`config.mk`:
```
export PLATFORM = sky130hd
export DESIGN_NAME = cpu_step_controller_flat
export DESIGN_NICKNAME = d
export VERILOG_FILES = /design/src/rtl/cpu_step_controller_if.sv /design/src/rtl/cpu_step_controller.sv /design/src/flat_wrapper.sv
export SDC_FILE = /design/constraint.sdc
export NUM_CORES = 1
export LEC_CHECK = 0
export CAP_MARGIN = 20
export CORE_MARGIN = 2
export CORE_UTILIZATION = 49
export CTS_CLUSTER_DIAMETER = 50
export CTS_CLUSTER_SIZE = 25
export DETAILED_ROUTE_END_ITERATION = 6
export PLACE_DENSITY_LB_ADDON = 0.2
export SLEW_MARGIN = 10
export SYNTH_ARGS = -nofsm -noshare
export SYNTH_HDL_FRONTEND = slang
export SYNTH_SLANG_ARGS = --single-unit
```
`constraint.sdc`:
```
create_clock -name inclk0 -period 3.1 [get_ports inclk0]
set_clock_uncertainty 0.15 [all_clocks]
set_input_delay 0.93 -clock inclk0 [delete_from_list [all_inputs] [get_ports inclk0]]
set_output_delay 0.93 -clock inclk0 [all_outputs]
set_load 0.03 [all_outputs]
```
`src/rtl/cpu_step_controller_if.sv`:
```
// Control/status bundle between the board-side controls and the CPU step controller.
// The master drives the slow clock, lock flag and user inputs; the slave returns ce, mode and cycle count.
`timescale 1ns/1ps
interface cpu_step_controller_if #(
    parameter int CNT_W = 32
);
    logic             slowclk;
    logic             locked;
    logic             run_sw;
    logic             step_key_n;
    logic             ce;
    logic [1:0]       mode;
    logic [CNT_W-1:0] cycle_count;

    modport master (
        output slowclk, locked, run_sw, step_key_n,
        input  ce, mode, cycle_count
    );

    modport slave (
        input  slowclk, locked, run_sw, step_key_n,
        output ce, mode, cycle_count
    );
endinterface

```
`src/rtl/cpu_step_controller.sv`:
```
// Turns the divided slow clock into a one-cycle CPU clock-enable with run/pause/single-step control.
// ce rises on the third inclk0 edge after slowclk is first sampled high; retired cycles are counted.
`timescale 1ns/1ps
module cpu_step_controller #(
    parameter logic [31:0] DEBOUNCE_CYCLES = 32'd1000000,
    parameter int          CNT_W           = 32
) (
    input  logic                  inclk0,
    input  logic                  rst,
    cpu_step_controller_if.slave  step_if
);

    typedef enum logic [1:0] {
        ST_RESET_WAIT = 2'd0,
        ST_RUN        = 2'd1,
        ST_PAUSE      = 2'd2,
        ST_STEP_ARMED = 2'd3
    } state_t;

    logic slow_s1_q, slow_s2_q, slow_s3_q;
    logic run_s1_q, run_s2_q;
    logic key_s1_q, key_s2_q;

    logic        key_acc_q, key_acc_d;
    logic [31:0] dbc_q, dbc_d;

    state_t           state_q, state_d;
    logic             seen_q, seen_d;
    logic             ce_q, ce_d;
    logic [CNT_W-1:0] cnt_q, cnt_d;

    logic slow_rise;
    logic qual_rise;
    logic run_sync;
    logic key_differs;
    logic db_done;
    logic step_press;

    always_ff @(posedge inclk0 or posedge rst) begin
        if (rst) begin
            slow_s1_q <= 1'b0;
            slow_s2_q <= 1'b0;
            slow_s3_q <= 1'b0;
            run_s1_q  <= 1'b0;
            run_s2_q  <= 1'b0;
            key_s1_q  <= 1'b0;
            key_s2_q  <= 1'b0;
        end else begin
            slow_s1_q <= step_if.slowclk;
            slow_s2_q <= slow_s1_q;
            slow_s3_q <= slow_s2_q;
            run_s1_q  <= step_if.run_sw;
            run_s2_q  <= run_s1_q;
            key_s1_q  <= step_if.step_key_n;
            key_s2_q  <= key_s1_q;
        end
    end

    assign slow_rise = slow_s2_q & ~slow_s3_q;
    assign qual_rise = slow_rise & ~step_if.locked;
    assign run_sync  = run_s2_q;

    // The count restarts whenever the key agrees with the accepted level,
    // so only an unbroken run of differing samples can change it.
    assign key_differs = key_s2_q != key_acc_q;
    assign db_done     = key_differs && (dbc_q >= DEBOUNCE_CYCLES - 32'd1);
    assign step_press  = db_done & ~key_s2_q;

    always_comb begin
        dbc_d     = '0;
        key_acc_d = key_acc_q;
        if (key_differs) begin
            if (db_done) begin
                key_acc_d = key_s2_q;
            end else begin
                dbc_d = dbc_q + 32'd1;
            end
        end
    end

    always_ff @(posedge inclk0 or posedge rst) begin
        if (rst) begin
            key_acc_q <= 1'b1;
            dbc_q     <= '0;
        end else begin
            key_acc_q <= key_acc_d;
            dbc_q     <= dbc_d;
        end
    end

    always_comb begin
        state_d = state_q;
        seen_d  = seen_q;
        ce_d    = 1'b0;
        cnt_d   = cnt_q + {{(CNT_W-1){1'b0}}, ce_q};
        unique case (state_q)
            ST_RESET_WAIT: begin
                if (qual_rise) begin
                    if (seen_q) begin
                        state_d = run_sync ? ST_RUN : ST_PAUSE;
                    end else begin
                        seen_d = 1'b1;
                    end
                end
            end
            ST_RUN: begin
                if (!run_sync) begin
                    state_d = ST_PAUSE;
                end else if (qual_rise) begin
                    ce_d = 1'b1;
                end
            end
            ST_PAUSE: begin
                if (run_sync) begin
                    state_d = ST_RUN;
                end else if (step_press) begin
                    state_d = ST_STEP_ARMED;
                end
            end
            ST_STEP_ARMED: begin
                ce_d = qual_rise;
                if (run_sync) begin
                    state_d = ST_RUN;
                end else if (qual_rise) begin
                    state_d = ST_PAUSE;
                end
            end
            default: state_d = ST_RESET_WAIT;
        endcase
    end

    always_ff @(posedge inclk0 or posedge rst) begin
        if (rst) begin
            state_q <= ST_RESET_WAIT;
            seen_q  <= 1'b0;
            ce_q    <= 1'b0;
            cnt_q   <= '0;
        end else begin
            state_q <= state_d;
            seen_q  <= seen_d;
            ce_q    <= ce_d;
            cnt_q   <= cnt_d;
        end
    end

    assign step_if.ce          = ce_q;
    assign step_if.mode        = state_q;
    assign step_if.cycle_count = cnt_q;

endmodule

```
`src/flat_wrapper.sv`:
```
// flat-port wrapper written by rule: the top's interface ports become plain ports
module cpu_step_controller_flat 
#(
    parameter logic [31:0] DEBOUNCE_CYCLES = 32'd1000000,
    parameter int          CNT_W           = 32
)
  (inclk0, rst, step_if_slowclk, step_if_locked, step_if_run_sw, step_if_step_key_n, step_if_ce, step_if_mode, step_if_cycle_count);
  cpu_step_controller_if #(.CNT_W(CNT_W)) step_if_i ();
  input  logic inclk0;
  input  logic rst;
  input wire logic [$bits(step_if_i.slowclk)-1:0] step_if_slowclk;
  input wire logic [$bits(step_if_i.locked)-1:0] step_if_locked;
  input wire logic [$bits(step_if_i.run_sw)-1:0] step_if_run_sw;
  input wire logic [$bits(step_if_i.step_key_n)-1:0] step_if_step_key_n;
  output wire logic [$bits(step_if_i.ce)-1:0] step_if_ce;
  output wire logic [$bits(step_if_i.mode)-1:0] step_if_mode;
  output wire logic [$bits(step_if_i.cycle_count)-1:0] step_if_cycle_count;
  assign step_if_i.slowclk = step_if_slowclk;
  assign step_if_i.locked = step_if_locked;
  assign step_if_i.run_sw = step_if_run_sw;
  assign step_if_i.step_key_n = step_if_step_key_n;
  assign step_if_ce = step_if_i.ce;
  assign step_if_mode = step_if_i.mode;
  assign step_if_cycle_count = step_if_i.cycle_count;
  cpu_step_controller #(.DEBOUNCE_CYCLES(DEBOUNCE_CYCLES), .CNT_W(CNT_W)) u_core (.inclk0(inclk0), .rst(rst), .step_if(step_if_i));
endmodule
```
### Yosys cells after proc, flatten, opt, wreduce, memory -nomap -nowiden

Cells that the tools add are included.

| word-level totals | value |
|---|---|
| bits in registers | 76 |
| output and inout port bits | 35 |
| input bits | 6 |
| word-level logic and storage cells | 50 |

| cells by class | value |
|---|---|
| equal/unequal tests | 9 |
| bitwise gates (word level) | 6 |
| add/subtract/negate cells | 2 |
| mux-type cells | 14 |
| reduce and logical (&&, ||, !) cells | 5 |
| $lt $le $gt $ge | 1 |

Operators with widths:

| kind | number |
|---|---|
| $mux 32 | 2 |
| $add 32x1->32 | 1 |
| $add 32x1->32 const B | 1 |
| $ge 32x20->1 const B | 1 |
| $mux 2 | 8 |
| $pmux 2 s4 | 1 |
| $ne 3x1->1 const B | 2 |
| $reduce_and 5->1 | 1 |
| $eq 2x2->1 const B | 2 |
| $ne 2x1->1 const B | 2 |
| $reduce_and 2->1 | 2 |
| $and 1x1->1 | 3 |
| $not 1->1 | 3 |
| $eq 2x1->1 const B | 1 |
| $logic_not 2->1 | 1 |
| $mux 1 | 2 |
| $ne 2x2->1 const B | 1 |
| $pmux 1 s2 | 1 |
| $logic_and 1x1->1 | 1 |
| $ne 1x1->1 | 1 |

### Depth between registers and ports, before layout

| depth | value |
|---|---|
| depth in word-level cells | 6 |
| depth in mapped cells | 8 |
| mapped depth without buffers | 7 |

### Worst setup path before layout

Ideal clock, no wire load.

| path | value |
|---|---|
| kind | input to register |
| start | input port step_if_locked |
| end | register u_core.state_q[0], in the netlist u_core.step_if.mode[0] |
| data arrival time | 2.199 ns |
| path slack | 0.624 ns |
| stages on the path | 5 |
| setup time | 0.126 ns |
| path buffers | 0 |
| required time | 2.824 ns |
| cell sequence | or3b_1 o21ai_0 nand4_1 a22o_1 a311o_1 |

| between the ends | value |
|---|---|
| cells in the longest elaborated chain, start to end | 4 |
| elaborated cells between the ends (all ways) | 5 |
| classes of those cells | 2 x eq/ne; 2 x bitwise; 1 x reduce/logical |

Ends and longest elaborated chain:

| item | RTL line | source |
|---|---|---|
| from (decl) | flat_wrapper.sv:12 | `input wire logic [$bits(step_if_i.locked)-1:0] step_if_locked;` |
| $not 1->1 * | cpu_step_controller.sv:60 | `assign qual_rise = slow_rise & ~step_if.locked;` |
| $and 1x1->1 * | cpu_step_controller.sv:60 |  |
| $ne 3x1->1 (no line) / $ne 2x1->1 (equally long branches) | n/a |  |
| $reduce_and 5->1 (no line) * | n/a |  |
| to (signal assigned) | cpu_step_controller.sv:139 | `state_q <= state_d;` |
| to (decl) | cpu_step_controller.sv:27 | `state_t state_q, state_d;` |

Mark *: on every way between the ends. The rest lies on a longest branch, timed or not.
A chain may end at the register's enable or synchronous reset.

### Worst setup path after layout

Ends and elaborated chain as after synthesis.

==> results.py <==
metrics = {
    "yosys": {
        "synth_edf_count": 0,
        "synth_cell_type_count": 45,
        "yosys_most_used_dff": "dfrtp_1",
        "ys_ff_latch": 76,
        "yosysSeqAreaShare_pct": 58.2,
        "syn_inst": 281,
        "synth_area_sq_um": 3270,
        "synth_async_sr_flop_share_pct": 100,
        "avgSynthCellArea_sq_um": 11.6,
        "ys_warn_count": 0,
    },
    "route": {
        "vias": 2225,
        "drt-pass1-iter-count": 4,
        "wirelength_mm": 5.97,
        "vias_per_cell": 5.26,
        "routedWlPerCell_um": 14.1,
        "drt-initial-drc-count": 134,
        "antenna_left": 0,
        "drc_errors": 0,
    },
    "grt": {
        "antenna_found_initial": 0,
        "grt_overflow_total": 0,
        "grt_pass1_vias": 2317,
        "grt_use_total_pct": 18.5,
        "grt_pass1_wl_mm": 10.7,
        "grt_max_degree": 29,
    },
    "die": {
        "die_h_um": 85.7,
        "dieArea_sq_um": 7350,
        "fp-row-count": 29,
        "die_w_um": 85.7,
        "core-area_sq_um": 6390,
        "initial_core_util_pct": 51.2,
        "ios": 41,
    },
    "clocking": {
        "cts-root-buf": "clkbuf_8",
        "clkLatencyLatePin_ns": 0.34,
        "cts.sinks": 76,
        "htreeDepth": 3,
        "cts_hold_buf": 0,
        "post-cts-setup-buffer-count": 0,
        "numCtsBuffers": 9,
        "cts_tree": "yes",
        "cts_buffer_depth": 2,
        "clk_pin_slew_ns": 0.07,
        "cts_resized": 0,
    },
    "worst_setup_path": {
        "worst-setup-path-type": "input pin to flop",
        "crit_path_start_kind": "input pin",
        "critical_path.max_stage_delay_ns": 0.41,
        "end_kind": "flop",
        "path_cells": "clkdlybuf4s50_1 -> or3b_1 -> o21ai_0 -> nand4_1 -> a22o_1 -> a311o_1",
        "critical_path.top_delay_family": "compound AO/OA/AOI/OAI gates",
        "path_buf_inv": 1,
        "cp.arrival_ns": 2.75,
        "worstPathRequired_ns": 3.17,
        "cp_max_fo": 4,
        "slowest_stage": "or3b_1",
    },
    "outcome": {
        "status": "complete, no violations",
    },
    "timing": {
        "relSlewSlack_pct": 52.8,
        "finalSetupTns_ns": 0,
        "rsz0062_at_grt": "false",
        "drv_slew": 0,
        "tightest_slew_ns": 0.703,
        "min_period_ns": 2.69,
        "hold_viol_final": 0,
        "max_clock_freq_mhz": 372,
        "setup_viol": 0,
        "fin_crit_sh_pct": 86.7,
    },
    "place": {
        "hpwlAfterDp_mm": 4.17,
        "gp_congestion": 0.828,
        "portBuffers": 40,
    },
    "cells_and_area": {
        "final_common_cell": "dfrtp_1",
        "layout-drive-gt1-share_pct": 8.38,
        "mostFrequentLayoutCells": "75 x dfrtp_1, 40 x clkdlybuf4s50_1, 33 x xnor2_1, 28 x nor2_1, 20 x nand3_1",
        "finalNetCount": 355,
        "diodes": 0,
        "syn2layout_area_growth_pct": 23.3,
    },
    "run": {
        "maxCapViolCount": 0,
    },
    "power": {
        "peakVddDrop_v": 0.000342,
        "power_mw": 2.20,
        "powerDensity_nw_per_um2": 545,
        "leakage_nw": 1.75,
    },
    "worst_hold_path": {
        "hold_path.class": "flop to flop",
    },
}
## cell usage after synthesis, drive strengths merged (2+ instances only)
master / count / area, sq um
nand3: 21 / 110
xnor2: 33 / 289
o21ai: 3 / 15.0
and4: 5 / 45.0
and3: 11 / 76.3
nor2: 28 / 105
inv: 10 / 37.5
nor4: 8 / 65.1
nor3: 5 / 30.0
xor2: 15 / 131
a211oi: 2 / 27.5
and2: 2 / 12.5
nor2b: 2 / 12.5
a311o: 2 / 20.0
a21oi: 2 / 10.0
nand2: 18 / 75.1
nand4: 13 / 81.3
ha: 7 / 87.6
buf: 3 / 21.3
dfrtp: 75 / 1880
## final timing paths
kind | slack (ns) | end | depth (start not counted) | from
min in group asynchronous | 0.83 | u_core.dbc_q[2] | 2 | rst
min | 0.20 | u_core.slow_s2_q | 0 | u_core.slow_s1_q
max reg2reg | 0.77 | u_core.step_if.mode[0] | 6 | u_core.dbc_q[0]
max in group asynchronous | 1.42 | u_core.step_if.cycle_count[25] | 3 | rst
max | 0.41 | u_core.step_if.mode[0] | 6 | step_if_locked
min reg2reg | 0.20 | u_core.slow_s2_q | 0 | u_core.slow_s1_q
## worst register-to-register path: stages (launching register included)
cell and delay [ns]:
dfrtp_1 0.41, ha_1 0.23, and3_4 0.20, a311o_1 0.38, a211oi_4 0.41, nor3b_1 0.11, a311o_1 0.33
## report_power, final
group	leakage, nW	switching (mW)	internal (mW)
sequential	1.00	0.0481	1.04
combinational	0.644	0.204	0.151
clock	0.103	0.323	0.435
total	1.75	0.575	1.63
## sequential cells by signal, summed over array words and instances (netlist names)
register,count
u_core.step_if.ce,1
u_core.step_if.mode,2
u_core.slow_s2_q,1
u_core.step_if.cycle_count,32
u_core.run_s1_q,1
u_core.key_acc_q,1
u_core.key_s1_q,1
u_core.slow_s1_q,1
u_core.key_s2_q,1
u_core.dbc_q,32
u_core.slow_s3_q,1
u_core.seen_q,1
u_core.run_s2_q,1
## through the flow
stage | utilization, % | hold slack (ns) | instances | instance area, sq um | worst slack [ns]
floorplan | - | 0.181 | 292 | 3310 | 0.0833
global placement | 60.0 | 0.183 | 408 | 3830 | 0.159
detailed placement | 60.0 | 0.187 | 408 | 3830 | 0.0737
CTS | 63.2 | 0.203 | 423 | 4040 | 0.429
global route | 63.2 | 0.210 | 423 | 4040 | 0.309
finish | 63.2 | 0.200 | 423 | 4040 | 0.411
## per-layer routing
metal	up-vias	part of all wire (%)	GRT usage, %
met2	44	48	28.1
li1	1074	-	-
met3	9	3.7	3.46
met4	0	1.3	8.51
met5	-	0	0
met1	1098	47	26.0
## logic make-up after synthesis
family	Yosys count	share of synthesized area [%]
AOI/OAI and AO/OA	14	3.44
xor gates and xnor gates	48	12.8
adders and majority gates	7	2.68
buffers and inverters	14	1.91
DFF	76	58.2
muxes	1	0.344
other	1	0.115
and+or+nand+nor	120	20.5
## cell type report
cell class | count | area (sq um)
clock buffer | 14 | 173
inverter | 10 | 37.5
tap | 77 | 96.3
fill | 509 | 2350
multi-input combinational | 202 | 1350
clock inverter | 1 | 30.0
timing repair buffer | 43 | 448
sequential | 76 | 1900
No activity file was read; power rests on OpenSTA's default activity.
